## src/rtl/seg_pkg.sv

```systemverilog
// -----------------------------------------------------------------------------
// seg_pkg
// Shared constants for the 7-segment scan controller:
//   SEG_OFF  - all segments dark (active-low pattern)
//   HEX_SEG  - nibble-to-segment lookup, bit order {g,f,e,d,c,b,a}, active-low
//   scan_state_e - scan FSM states (BLANK gap, SHOW digit)
// -----------------------------------------------------------------------------
package seg_pkg;

  localparam logic [6:0] SEG_OFF = 7'h7F;

  localparam logic [6:0] HEX_SEG [16] = '{
    7'h40, 7'h79, 7'h24, 7'h30,   // 0 1 2 3
    7'h19, 7'h12, 7'h02, 7'h78,   // 4 5 6 7
    7'h00, 7'h10, 7'h08, 7'h03,   // 8 9 A b
    7'h46, 7'h21, 7'h06, 7'h0E    // C d E F
  };

  typedef enum logic {
    BLANK = 1'b0,
    SHOW  = 1'b1
  } scan_state_e;

endpackage

```

## src/rtl/seg_scan_ctrl_hex7seg.sv

```systemverilog
// -----------------------------------------------------------------------------
// hex7seg
// Purely combinational hex nibble to 7-segment decoder (active-low segments).
// Ports:
//   nibble_i  4-bit hex digit
//   seg_o     segments {g,f,e,d,c,b,a}, 0 = lit
// -----------------------------------------------------------------------------
module hex7seg
  import seg_pkg::*;
(
  input  logic [3:0] nibble_i,
  output logic [6:0] seg_o
);

  assign seg_o = HEX_SEG[nibble_i];

endmodule

```

## src/rtl/seg_scan_ctrl.sv

```systemverilog
// -----------------------------------------------------------------------------
// seg_scan_ctrl
// Time-multiplexed driver for a common-anode multi-digit 7-segment display.
// A value arrives over a valid/ready handshake into a pending buffer and is
// promoted to the display registers only at a frame boundary (or at once while
// scanning is disabled), so a frame never shows a mix of two values.
// Each digit is preceded by an all-off blanking gap to suppress ghosting.
// Ports:
//   clk         system clock
//   reset       asynchronous reset, active-low
//   en          scan enable; low blanks the display and restarts the scan
//   val_data    value, hex digit 0 is the rightmost
//   val_dp      decimal point per digit, 1 = lit
//   val_lz      1 = suppress leading zeros
//   val_valid   new value offered
//   val_ready   controller can accept a value
//   seg         segments {g,f,e,d,c,b,a}, active-low, registered
//   an          anodes, active-low, registered
//   dp          decimal point, active-low, registered
//   frame_done  one-cycle pulse during the last cycle of a full scan
// -----------------------------------------------------------------------------
module seg_scan_ctrl
  import seg_pkg::*;
#(
  parameter int N_DIGITS     = 4,
  parameter int DWELL_CYCLES = 100000,
  parameter int BLANK_CYCLES = 1000
) (
  input  logic                  clk,
  input  logic                  reset,
  input  logic                  en,
  input  logic [4*N_DIGITS-1:0] val_data,
  input  logic [N_DIGITS-1:0]   val_dp,
  input  logic                  val_lz,
  input  logic                  val_valid,
  output logic                  val_ready,
  output logic [6:0]            seg,
  output logic [N_DIGITS-1:0]   an,
  output logic                  dp,
  output logic                  frame_done
);

  localparam int CNT_MAX = (DWELL_CYCLES > BLANK_CYCLES) ? DWELL_CYCLES : BLANK_CYCLES;
  localparam int CNT_W   = $clog2(CNT_MAX + 1);
  localparam int DIG_W   = (N_DIGITS > 1) ? $clog2(N_DIGITS) : 1;

  localparam logic [CNT_W-1:0] DWELL_LAST = CNT_W'(DWELL_CYCLES - 1);
  localparam logic [CNT_W-1:0] BLANK_LAST = CNT_W'(BLANK_CYCLES - 1);
  localparam logic [DIG_W-1:0] DIG_LAST   = DIG_W'(N_DIGITS - 1);

  scan_state_e             state_q, state_d;
  logic [DIG_W-1:0]        digit_q, digit_d;
  logic [CNT_W-1:0]        cnt_q, cnt_d;
  logic                    frameEnd;

  logic [4*N_DIGITS-1:0]   dispData_q, dispData_d;
  logic [N_DIGITS-1:0]     dispDp_q, dispDp_d;
  logic                    dispLz_q, dispLz_d;
  logic [4*N_DIGITS-1:0]   pendData_q, pendData_d;
  logic [N_DIGITS-1:0]     pendDp_q, pendDp_d;
  logic                    pendLz_q, pendLz_d;
  logic                    pending_q, pending_d;

  logic [6:0]              seg_q, seg_d;
  logic [N_DIGITS-1:0]     an_q, an_d;
  logic                    dp_q, dp_d;

  logic [3:0]              curNibble;
  logic                    curDp;
  logic                    suppress;
  logic [6:0]              decSeg;
  logic                    transfer;
  logic                    commit;

  // Scan sequencing. Dropping en parks the scan at the start of digit 0's
  // blanking gap; frame end is the last cycle of the last digit's dwell.
  always_comb begin
    state_d  = state_q;
    digit_d  = digit_q;
    cnt_d    = cnt_q + CNT_W'(1);
    frameEnd = 1'b0;
    if (!en) begin
      state_d = BLANK;
      digit_d = '0;
      cnt_d   = '0;
    end else begin
      case (state_q)
        BLANK: begin
          if (cnt_q == BLANK_LAST) begin
            state_d = SHOW;
            cnt_d   = '0;
          end
        end
        SHOW: begin
          if (cnt_q == DWELL_LAST) begin
            state_d = BLANK;
            cnt_d   = '0;
            if (digit_q == DIG_LAST) begin
              digit_d  = '0;
              frameEnd = 1'b1;
            end else begin
              digit_d = digit_q + DIG_W'(1);
            end
          end
        end
        default: begin
          state_d = BLANK;
          cnt_d   = '0;
        end
      endcase
    end
  end

  // Select the current digit's nibble and dp bit, and decide leading-zero
  // blanking: digit k>0 goes dark when it and every digit above it are zero.
  always_comb begin
    curNibble = 4'h0;
    curDp     = 1'b0;
    suppress  = dispLz_q && (digit_q != '0);
    for (int k = 0; k < N_DIGITS; k++) begin
      if (DIG_W'(k) == digit_q) begin
        curNibble = dispData_q[4*k +: 4];
        curDp     = dispDp_q[k];
      end
      if ((DIG_W'(k) >= digit_q) && (dispData_q[4*k +: 4] != 4'h0)) begin
        suppress = 1'b0;
      end
    end
  end

  hex7seg uDecode (
    .nibble_i (curNibble),
    .seg_o    (decSeg)
  );

  // Next pin values; en low blanks the pins on the very next cycle.
  always_comb begin
    seg_d = SEG_OFF;
    an_d  = '1;
    dp_d  = 1'b1;
    if (en && (state_q == SHOW)) begin
      for (int k = 0; k < N_DIGITS; k++) begin
        if (DIG_W'(k) == digit_q) begin
          an_d[k] = 1'b0;
        end
      end
      seg_d = suppress ? SEG_OFF : decSeg;
      dp_d  = ~curDp;
    end
  end

  // Handshake buffer. A transfer can only land when nothing is pending, so a
  // commit and a transfer in the same cycle never contend: the commit finds
  // the buffer empty and the new value waits for the next frame end.
  assign transfer = val_valid && !pending_q;
  assign commit   = frameEnd || !en;

  always_comb begin
    dispData_d = dispData_q;
    dispDp_d   = dispDp_q;
    dispLz_d   = dispLz_q;
    pendData_d = pendData_q;
    pendDp_d   = pendDp_q;
    pendLz_d   = pendLz_q;
    pending_d  = pending_q;
    if (commit && pending_q) begin
      dispData_d = pendData_q;
      dispDp_d   = pendDp_q;
      dispLz_d   = pendLz_q;
      pending_d  = 1'b0;
    end
    if (transfer) begin
      pendData_d = val_data;
      pendDp_d   = val_dp;
      pendLz_d   = val_lz;
      pending_d  = 1'b1;
    end
  end

  always_ff @(posedge clk or negedge reset) begin
    if (!reset) begin
      state_q    <= BLANK;
      digit_q    <= '0;
      cnt_q      <= '0;
      dispData_q <= '0;
      dispDp_q   <= '0;
      dispLz_q   <= 1'b0;
      pendData_q <= '0;
      pendDp_q   <= '0;
      pendLz_q   <= 1'b0;
      pending_q  <= 1'b0;
      seg_q      <= SEG_OFF;
      an_q       <= '1;
      dp_q       <= 1'b1;
    end else begin
      state_q    <= state_d;
      digit_q    <= digit_d;
      cnt_q      <= cnt_d;
      dispData_q <= dispData_d;
      dispDp_q   <= dispDp_d;
      dispLz_q   <= dispLz_d;
      pendData_q <= pendData_d;
      pendDp_q   <= pendDp_d;
      pendLz_q   <= pendLz_d;
      pending_q  <= pending_d;
      seg_q      <= seg_d;
      an_q       <= an_d;
      dp_q       <= dp_d;
    end
  end

  assign val_ready  = ~pending_q;
  assign seg        = seg_q;
  assign an         = an_q;
  assign dp         = dp_q;
  assign frame_done = frameEnd;

endmodule

```

## config.mk

```make
export PLATFORM = sky130hd
export DESIGN_NAME = seg_scan_ctrl
export DESIGN_NICKNAME = d
export VERILOG_FILES = /design/src/rtl/seg_pkg.sv /design/src/rtl/seg_scan_ctrl_hex7seg.sv /design/src/rtl/seg_scan_ctrl.sv
export SDC_FILE = /design/constraint.sdc
export NUM_CORES = 1
export LEC_CHECK = 0
export CAP_MARGIN = 20
export CORE_UTILIZATION = 55
export CTS_BUF_LIST = sky130_fd_sc_hd__clkbuf_8
export DETAILED_ROUTE_END_ITERATION = 6
export MAX_ROUTING_LAYER = met4
export PLACE_DENSITY = 0.78
export RECOVER_POWER = 25
export SLEW_MARGIN = 20
export SYNTH_ARGS = -nofsm -noshare
export SYNTH_HDL_FRONTEND = slang
export SYNTH_SLANG_ARGS = --single-unit
```

## constraint.sdc

```tcl
create_clock -name clk -period 2.8 [get_ports clk]
set_clock_uncertainty 0.05 [all_clocks]
set_input_delay 0.84 -clock clk [delete_from_list [all_inputs] [get_ports clk]]
set_output_delay 0.84 -clock clk [all_outputs]
set_load 0.01 [all_outputs]
```

==> qor.csv, run 1 <==
stage,metric,value,unit
timing,setup violators final,0,
detailed_routing,wire length per cell,15.3,um
yosys,Ys Warns,0,
global_routing,GRT busiest layer,met2,
status,status,"complete, no violations",
global_routing,total track usage,22.7,%
global_routing,total congestion overflow,0,
power,Pwr Total,3110,uW
yosys,Synth area leader,dfrtp_1,
clocking,# hold bufs at CTS,0,
yosys,synthesized instance count,297,
clocking,clock buffer depth,2,
placed_design,hpwl dp,4550,um
timing,fmax,380,MHz
cells_and_area,fill count,494,
power,combinational power share,22.0,%
power,P_leak,0.00189,uW
power,Sw Share,26.7,%
global_routing,first-pass GRT wire length,11000,um
global_routing,vias in the first global route,2359,
yosys,share of the synthesized area in the top cell type,44.1,%
detailed_routing,DR pass1 iterations,4,
timing,slew margin rel.,30.1,%
setup_path,worst-path cell chain,or4_4 > nor3_2 > and3_1 > clkbuf_2,
timing,setup TNS,0,ns
cells_and_area,Storage cell area,0.00189,mm2
global_routing,GR Util met3,3.63,%
cells_and_area,Final nets,384,
cells_and_area,multi-input combinational cell area,0.00161,mm2
timing,final hold viol count,0,
floorplanning,Die Ht,82.6,um
placed_design,IO buf count,38,
hold_path,hold crit path type,in -> async,
floorplanning,row count,29,
setup_path,critical path type,reg -> out,
clocking,clock slew at reported path FFs,0.08,ns
setup_path,max incr delay on CP,0.51,ns
cells_and_area,final core utilization,69.0,%
detailed_routing,Via Count,2361,
cells_and_area,"non-filler cells, final",429,
global_routing,antenna violations before repair,0,
timing,Final min period,2.63,ns
setup_path,crit-path max FO,4,
setup_path,CP Launch Type,flip-flop,
clocking,Root Buffer,clkbuf_8,
clocking,CTS Buf Count,9,
detailed_routing,Post-Route WL,6540,um
placed_design,gpl congestion,0.840,
floorplanning,I/O pin count,39,
global_routing,met2 Use GR,34.7,%
power,Int Pwr,2280,uW
job,max_cap viols,0,
yosys,"top cells by area, synth","dfrtp_1, dfstp_2, mux2_4, mux2_2, ha_1",
yosys,"Async S/R FF share, synth",100,%
yosys,Synth Net Count,334,
yosys,Post-Synthesis Cell Area,0.00358,mm2
timing,RSZ-0062 raised after global routing,no,
timing,fin crit share,93.9,%
yosys,post-synthesis sequential area ratio,52.9,%
detailed_routing,ANT nets after route,0,
clocking,H-tree Lvls,3,
power,Sequential Power Share,46.3,%
floorplanning,Core ar.,0.00631,mm2
yosys,#FFs+latches synth,75,
timing,Final Max Tran Viols,0,
detailed_routing,drt initial violations,109,
global_routing,met1 Use GR,29.8,%
setup_path,Worst Path Required,1.91,ns
power,Cell Pwr Density,715,mW/mm2
setup_path,CP max-delay cell,or4_4,
global_routing,largest net degree at the start of global routing,45,
floorplanning,Starting Density,56.6,%
yosys,library cells used by synthesis,45,
cells_and_area,share of cells above drive strength 1,26.1,%
detailed_routing,via density per instance,5.50,
power,Clock Power Share,31.7,%
power,net load switching power,831,uW
floorplanning,die area,0.00683,mm2
setup_path,critical path endpoint category,output pin,
yosys,Avg Inst Size Synth,12.0,um2
yosys,Post-synth EDFFs,0,
clocking,CTS tree,built,
setup_path,critical path arrival,1.74,ns
detailed_routing,# DRC,0,
floorplanning,die width,82.6,um
clocking,clk_lat worst skew,0.35,ns
power,VDD IR-drop max,0.600,mV
clocking,CTS sink count,75,
cells_and_area,n_diodes,0,
placed_design,Placed Cells,412,
timing,Worst Max-Slew Pin Slew,1.05,ns
cells_and_area,area grow syn2layout,21.8,%
setup_path,R2R cell count,10,
yosys,Post-synth top flop,dfrtp_1,
sequential cells by signal (all words and copies together) (netlist names):
register	flops
an	4
cnt_q	17
digit_q	2
dispData_q	16
dispDp_q	4
dispLz_q	1
dp	1
pendData_q	16
pendDp_q	4
pendLz_q	1
pending_q	1
seg	7
state_q	1
timing repair:
action,4_1_cts,5_1_grt
resized for setup,3,7
setup endpoints to repair,1,5
buffers inserted,1,0
final timing paths:
check	end	slack, ns	start
max in group asynchronous	dispData_q[1]$_DFFE_PN0P_	0.87	reset
worst min-delay path	cnt_q[12]$_DFF_PN0_	0.41	reset
worst min register to register	dispData_q[3]$_DFFE_PN0P_	0.46	pendData_q[3]$_DFFE_PN0P_
min in group clk	dispData_q[3]$_DFFE_PN0P_	0.46	pendData_q[3]$_DFFE_PN0P_
worst max register to register	seg[5]$_DFF_PN1_	0.28	digit_q[0]$_DFFE_PN0P_
worst max-delay path	frame_done	0.17	cnt_q[6]$_DFF_PN0_
critical path: cells and delay by family (launching register included):
kind | cells | cell delay, ns
flops | 1 | 0.43
simple gates | 3 | 0.84
buf+inv | 1 | 0.12
final cells by class:
| type | count | share of cell area [%] |
|---|---|---|
| Tap cell | 77 | 2.21 |
| Clock buffer | 9 | 2.84 |
| Sequential cell | 75 | 43.4 |
| Inverter | 10 | 0.862 |
| Timing Repair Buffer | 51 | 10.9 |
| Multi-Input combinational cell | 200 | 37.0 |
| Clock inverter | 7 | 2.67 |
power by group through the flow:
stage / clock (uW) / sequential, uW / combinational (uW)
floorplan: 0 / 1400 / 526
global placement: 0 / 1450 / 656
detailed placement: 0 / 1460 / 678
CTS: 1010 / 1440 / 688
global route: 1040 / 1470 / 763
finish: 985 / 1440 / 685
per-layer routing:
layer / wire [um] / vias up
met5: 0 / -
met4: 112 / 0
met3: 263 / 10
met2: 3200 / 62
met1: 2960 / 1152
li1: - / 1137
cells in the mapped netlist (3+ instances only):
library cell and n:
nand3b_1 6, o21ai_0 5, nor4_1 4, and3_1 3
xor2_1 7, inv_1 10, nor2_1 25, nand2_1 29
nand4_1 3, mux2_2 22, nor2b_1 5, and4_1 4
mux2i_1 3, dfrtp_1 63, dfstp_2 12, o221ai_1 4
nand3_1 4, nand2b_1 3, clkbuf_1 7, mux2_4 20
ha_1 12, nor3b_1 3, xnor2_1 8, a21oi_1 7
through the flow:
| step | area [um2] | hold WS, ns | worst slack, ns |
|---|---|---|---|
| 2_1_floorplan | 3580 | 0.398 | 0.457 |
| 3_5_place_dp | 4100 | 0.428 | -0.0721 |
| 6_report | 4350 | 0.410 | 0.171 |
| 3_3_place_gp | 4100 | 0.411 | -0.0670 |
| 5_1_grt | 4350 | 0.456 | 0.0823 |
| 4_1_cts | 4350 | 0.301 | 0.00538 |
layout by cell type, fill, tap and decap left out, types with 2 or more instances in the layout:
master / instances
a21oi_1: 7
a311oi_1: 2
and2_0: 2
and3_1: 3
and4_1: 3
buf_4: 11
bufinv_16: 3
clkbuf_2: 2
clkbuf_8: 9
clkdlybuf4s50_1: 36
dfrtp_1: 63
dfstp_2: 12
ha_1: 11
inv_1: 11
mux2_2: 22
mux2_4: 20
mux2i_1: 3
nand2_1: 29
nand2b_1: 3
nand3_1: 4
nand3b_1: 6
nand4_1: 3
nor2_1: 24
nor2b_1: 4
nor3b_1: 3
nor4_1: 3
o211ai_1: 2
o21a_1: 2
o21ai_0: 4
o221ai_1: 4
xnor2_1: 8
xor2_1: 7
kinds of logic after synthesis:
| logic type | Yosys count | synth area share, % |
|---|---|---|
| compound gates | 30 | 6.02 |
| xor+xnor | 15 | 3.67 |
| fa+ha+maj | 12 | 4.20 |
| buf+inv | 22 | 2.90 |
| flops | 75 | 52.9 |
| mux | 45 | 16.2 |
| simple gates | 98 | 14.1 |
Power figures use the tool's default switching activity.
==> run 2: changes to the inputs <==
Settings changed: HOLD_SLACK_MARGIN set to 0.12, PLACE_DENSITY 0.78 to unset, PLACE_DENSITY_LB_ADDON set to 0.12.
==> qor.csv, run 2 (same netlist as run 1, synthesis figures left out) <==
stage,metric,value,unit,change
cells_and_area,area grow syn2layout,21.2,%,
floorplanning,Starting Density,56.6,%,unchanged
placed_design,gpl congestion,0.810,,-3.5%
setup_path,Critical R2R Launch,digit_q[0]$_DFFE_PN0P_,,
power,Sequential Power Share,47.7,%,+1.4 points
global_routing,total congestion overflow,0,,unchanged
setup_path,crit-path max FO,3,,-1
setup_path,launch point of the worst path,cnt_q[8]$_DFF_PN0_,,
setup_path,critical path endpoint category,output pin,,
clocking,# hold bufs at CTS,0,,unchanged
cells_and_area,"commonest non-fill, non-tap cell in the layout",dfrtp_1,,
timing,RSZ-0062 raised after global routing,no,,
power,net load switching power,834,uW,+0.43%
power,Cell Pwr Density,701,mW/mm2,-1.9%
placed_design,hpwl dp,4510,um,-0.83%
cells_and_area,n_diodes,0,,unchanged
global_routing,largest net degree at the start of global routing,76,,+69%
hold_path,worst hold start,cnt_q[0]$_DFF_PN0_,,
timing,worst setup margin,0.120,ns,-0.0509 ns
power,P_leak,0.00191,uW,+0.85%
global_routing,vias in the first global route,2206,,-6.5%
floorplanning,die area,0.00683,mm2,unchanged
timing,setup TNS,0,ns,unchanged
cells_and_area,fill count,492,,-0.40%
timing,Worst Max-Slew Pin Slew,1.78,ns,+0.728 ns
detailed_routing,via density per instance,5.35,,-2.8%
timing,final hold viol count,0,,unchanged
detailed_routing,wire length per cell,15.2,um,about the same
setup_path,CP max-delay cell,or4_4,,
floorplanning,die width,82.6,um,unchanged
global_routing,antenna violations before repair,0,,unchanged
status,failing checks,"capacitance limit, slew limit",,
detailed_routing,# DRC,0,,unchanged
setup_path,critical path arrival,1.79,ns,+0.05 ns
cells_and_area,multi-input combinational cell area,0.00160,mm2,-0.93%
hold_path,Worst Hold Path Cells,1,,
timing,fin crit share,95.7,%,+1.8 points
timing,slew margin rel.,-18.4,%,-49 points
floorplanning,Core ar.,0.00631,mm2,unchanged
setup_path,CP Launch Type,flip-flop,,
placed_design,"worst slack, placed",-0.0717,ns,+0.000423 ns
cells_and_area,biggest regs,"cnt_q (17), dispData_q (16), pendData_q (16)",,
job,max_cap viols,1,,+1
timing,Final min period,2.68,ns,+0.0509 ns
clocking,CTS Buf Count,9,,unchanged
cells_and_area,Storage cell area,0.00189,mm2,unchanged
cells_and_area,"commonest non-fill, non-tap cells in the layout","dfrtp_1, clkdlybuf4s50_1, nand2_1, nor2_1, mux2_2",,
timing,setup violators final,0,,unchanged
detailed_routing,DR pass1 iterations,4,,unchanged
clocking,CTS tree,built,,
setup_path,max incr delay on CP,0.57,ns,+0.06 ns
detailed_routing,drt initial violations,87,,-20%
power,Sw Share,27.5,%,+0.76 points
power,combinational power share,22.5,%,+0.5 points
global_routing,total track usage,22.4,%,-0.31 points
cells_and_area,share of cells above drive strength 1,26.2,%,+0.061 points
global_routing,first-pass GRT wire length,10800,um,-2.0%
power,Clock Power Share,29.8,%,-1.9 points
placed_design,DP Area,0.00409,mm2,-0.12%
cells_and_area,Final Instance Area,0.00433,mm2,-0.46%
detailed_routing,Post-Route WL,6580,um,+0.61%
setup_path,critical path type,reg -> out,,
setup_path,worst-path cell chain,or4_4 > nor3_4 > and3_1 > clkbuf_2,,
cells_and_area,max reg flops,17,,unchanged
setup_path,R2R cell count,10,,unchanged
floorplanning,I/O pin count,39,,unchanged
clocking,CTS sink count,75,,unchanged
status,status,"finished, violations left",,
power,VDD IR-drop max,0.460,mV,-23%
hold_path,hold crit path type,reg -> reg,,
clocking,clock slew at reported path FFs,0.08,ns,about the same
setup_path,Worst Path Required,1.91,ns,about the same
cells_and_area,Final nets,388,,+1.0%
clocking,clock buffer depth,2,,unchanged
floorplanning,row count,29,,unchanged
floorplanning,Die Ht,82.6,um,unchanged
placed_design,IO buf count,38,,unchanged
clocking,clk_lat worst skew,0.35,ns,about the same
detailed_routing,Via Count,2310,,-2.2%
cells_and_area,Reg with most FFs,cnt_q,,
timing,fmax,373,MHz,-1.9%
detailed_routing,ANT nets after route,0,,unchanged
timing,Final Max Tran Viols,76,,+76
clocking,H-tree Lvls,3,,unchanged
power,Int Pwr,2200,uW,-3.4%
clocking,Root Buffer,clkbuf_8,,
## run 2: what timing repair did
item / CTS / global route
gates resized for setup: 4 / 3
pin swaps: 0 / 1
gates cloned: 0 / 0
buffers inserted: 3 / 1
setup endpoints to repair: 1 / 4
## run 2: layout make-up
class,count,area share [%]
clock buffer,10,3.18
clock inverter,5,1.82
inverter,10,0.866
multi-input combinational,200,36.8
sequential,75,43.6
tap,77,2.22
timing repair buffer,55,11.4
## run 2: critical path, delay by kind of cell (launching register included)
family,cells,cell delay (ns)
DFF,1,0.39
buffers and inverters,1,0.12
and+or+nand+nor,3,0.93
## run 2: power by group through the flow
| stage | Clock (uW) | Sequential, uW | Combinational, uW |
|---|---|---|---|
| detailed placement | 0 | 1460 | 682 |
| finish | 906 | 1450 | 684 |
| global route | 956 | 1470 | 758 |
| CTS | 920 | 1450 | 689 |
| global placement | 0 | 1460 | 660 |
| floorplan | 0 | 1400 | 526 |
## run 2: through the flow
step	hold WS, ns	cells	utilization (%)	power [uW]
6_report	0.428	432	68.6	3040
5_1_grt	0.445	432	68.6	3180
4_1_cts	0.429	431	68.8	3060
3_5_place_dp	0.418	413	64.8	2150
3_3_place_gp	0.411	413	64.8	2120
2_1_floorplan	0.398	297	-	1930
## run 2: path summary, 6_finish.rpt
kind                                                    to  slack [ns]
max in group asynchronous       pendData_q[11]$_DFFE_PN0P_        0.65
worst max register to register            seg[5]$_DFF_PN1_        0.27
worst min register to register          cnt_q[0]$_DFF_PN0_        0.43
min in group asynchronous               cnt_q[9]$_DFF_PN0_        0.98
worst min-delay path                    cnt_q[0]$_DFF_PN0_        0.43
worst max-delay path                            frame_done        0.12
## run 2: layer usage
metal / up-vias / track usage, % / share of wire, %
li1: 1139 / - / -
met1: 1115 / 30.0 / 49
met2: 46 / 33.5 / 46
met3: 10 / 3.63 / 2.4
met4: 0 / 10.3 / 1.8
met5: - / - / 0
==> run 3: changes to the inputs <==
Settings changed: HOLD_SLACK_MARGIN 0.12 to 0.06.
==> results of run 3 <==
Same layout as run 2: the final DEF is identical, and so are final timing and power.
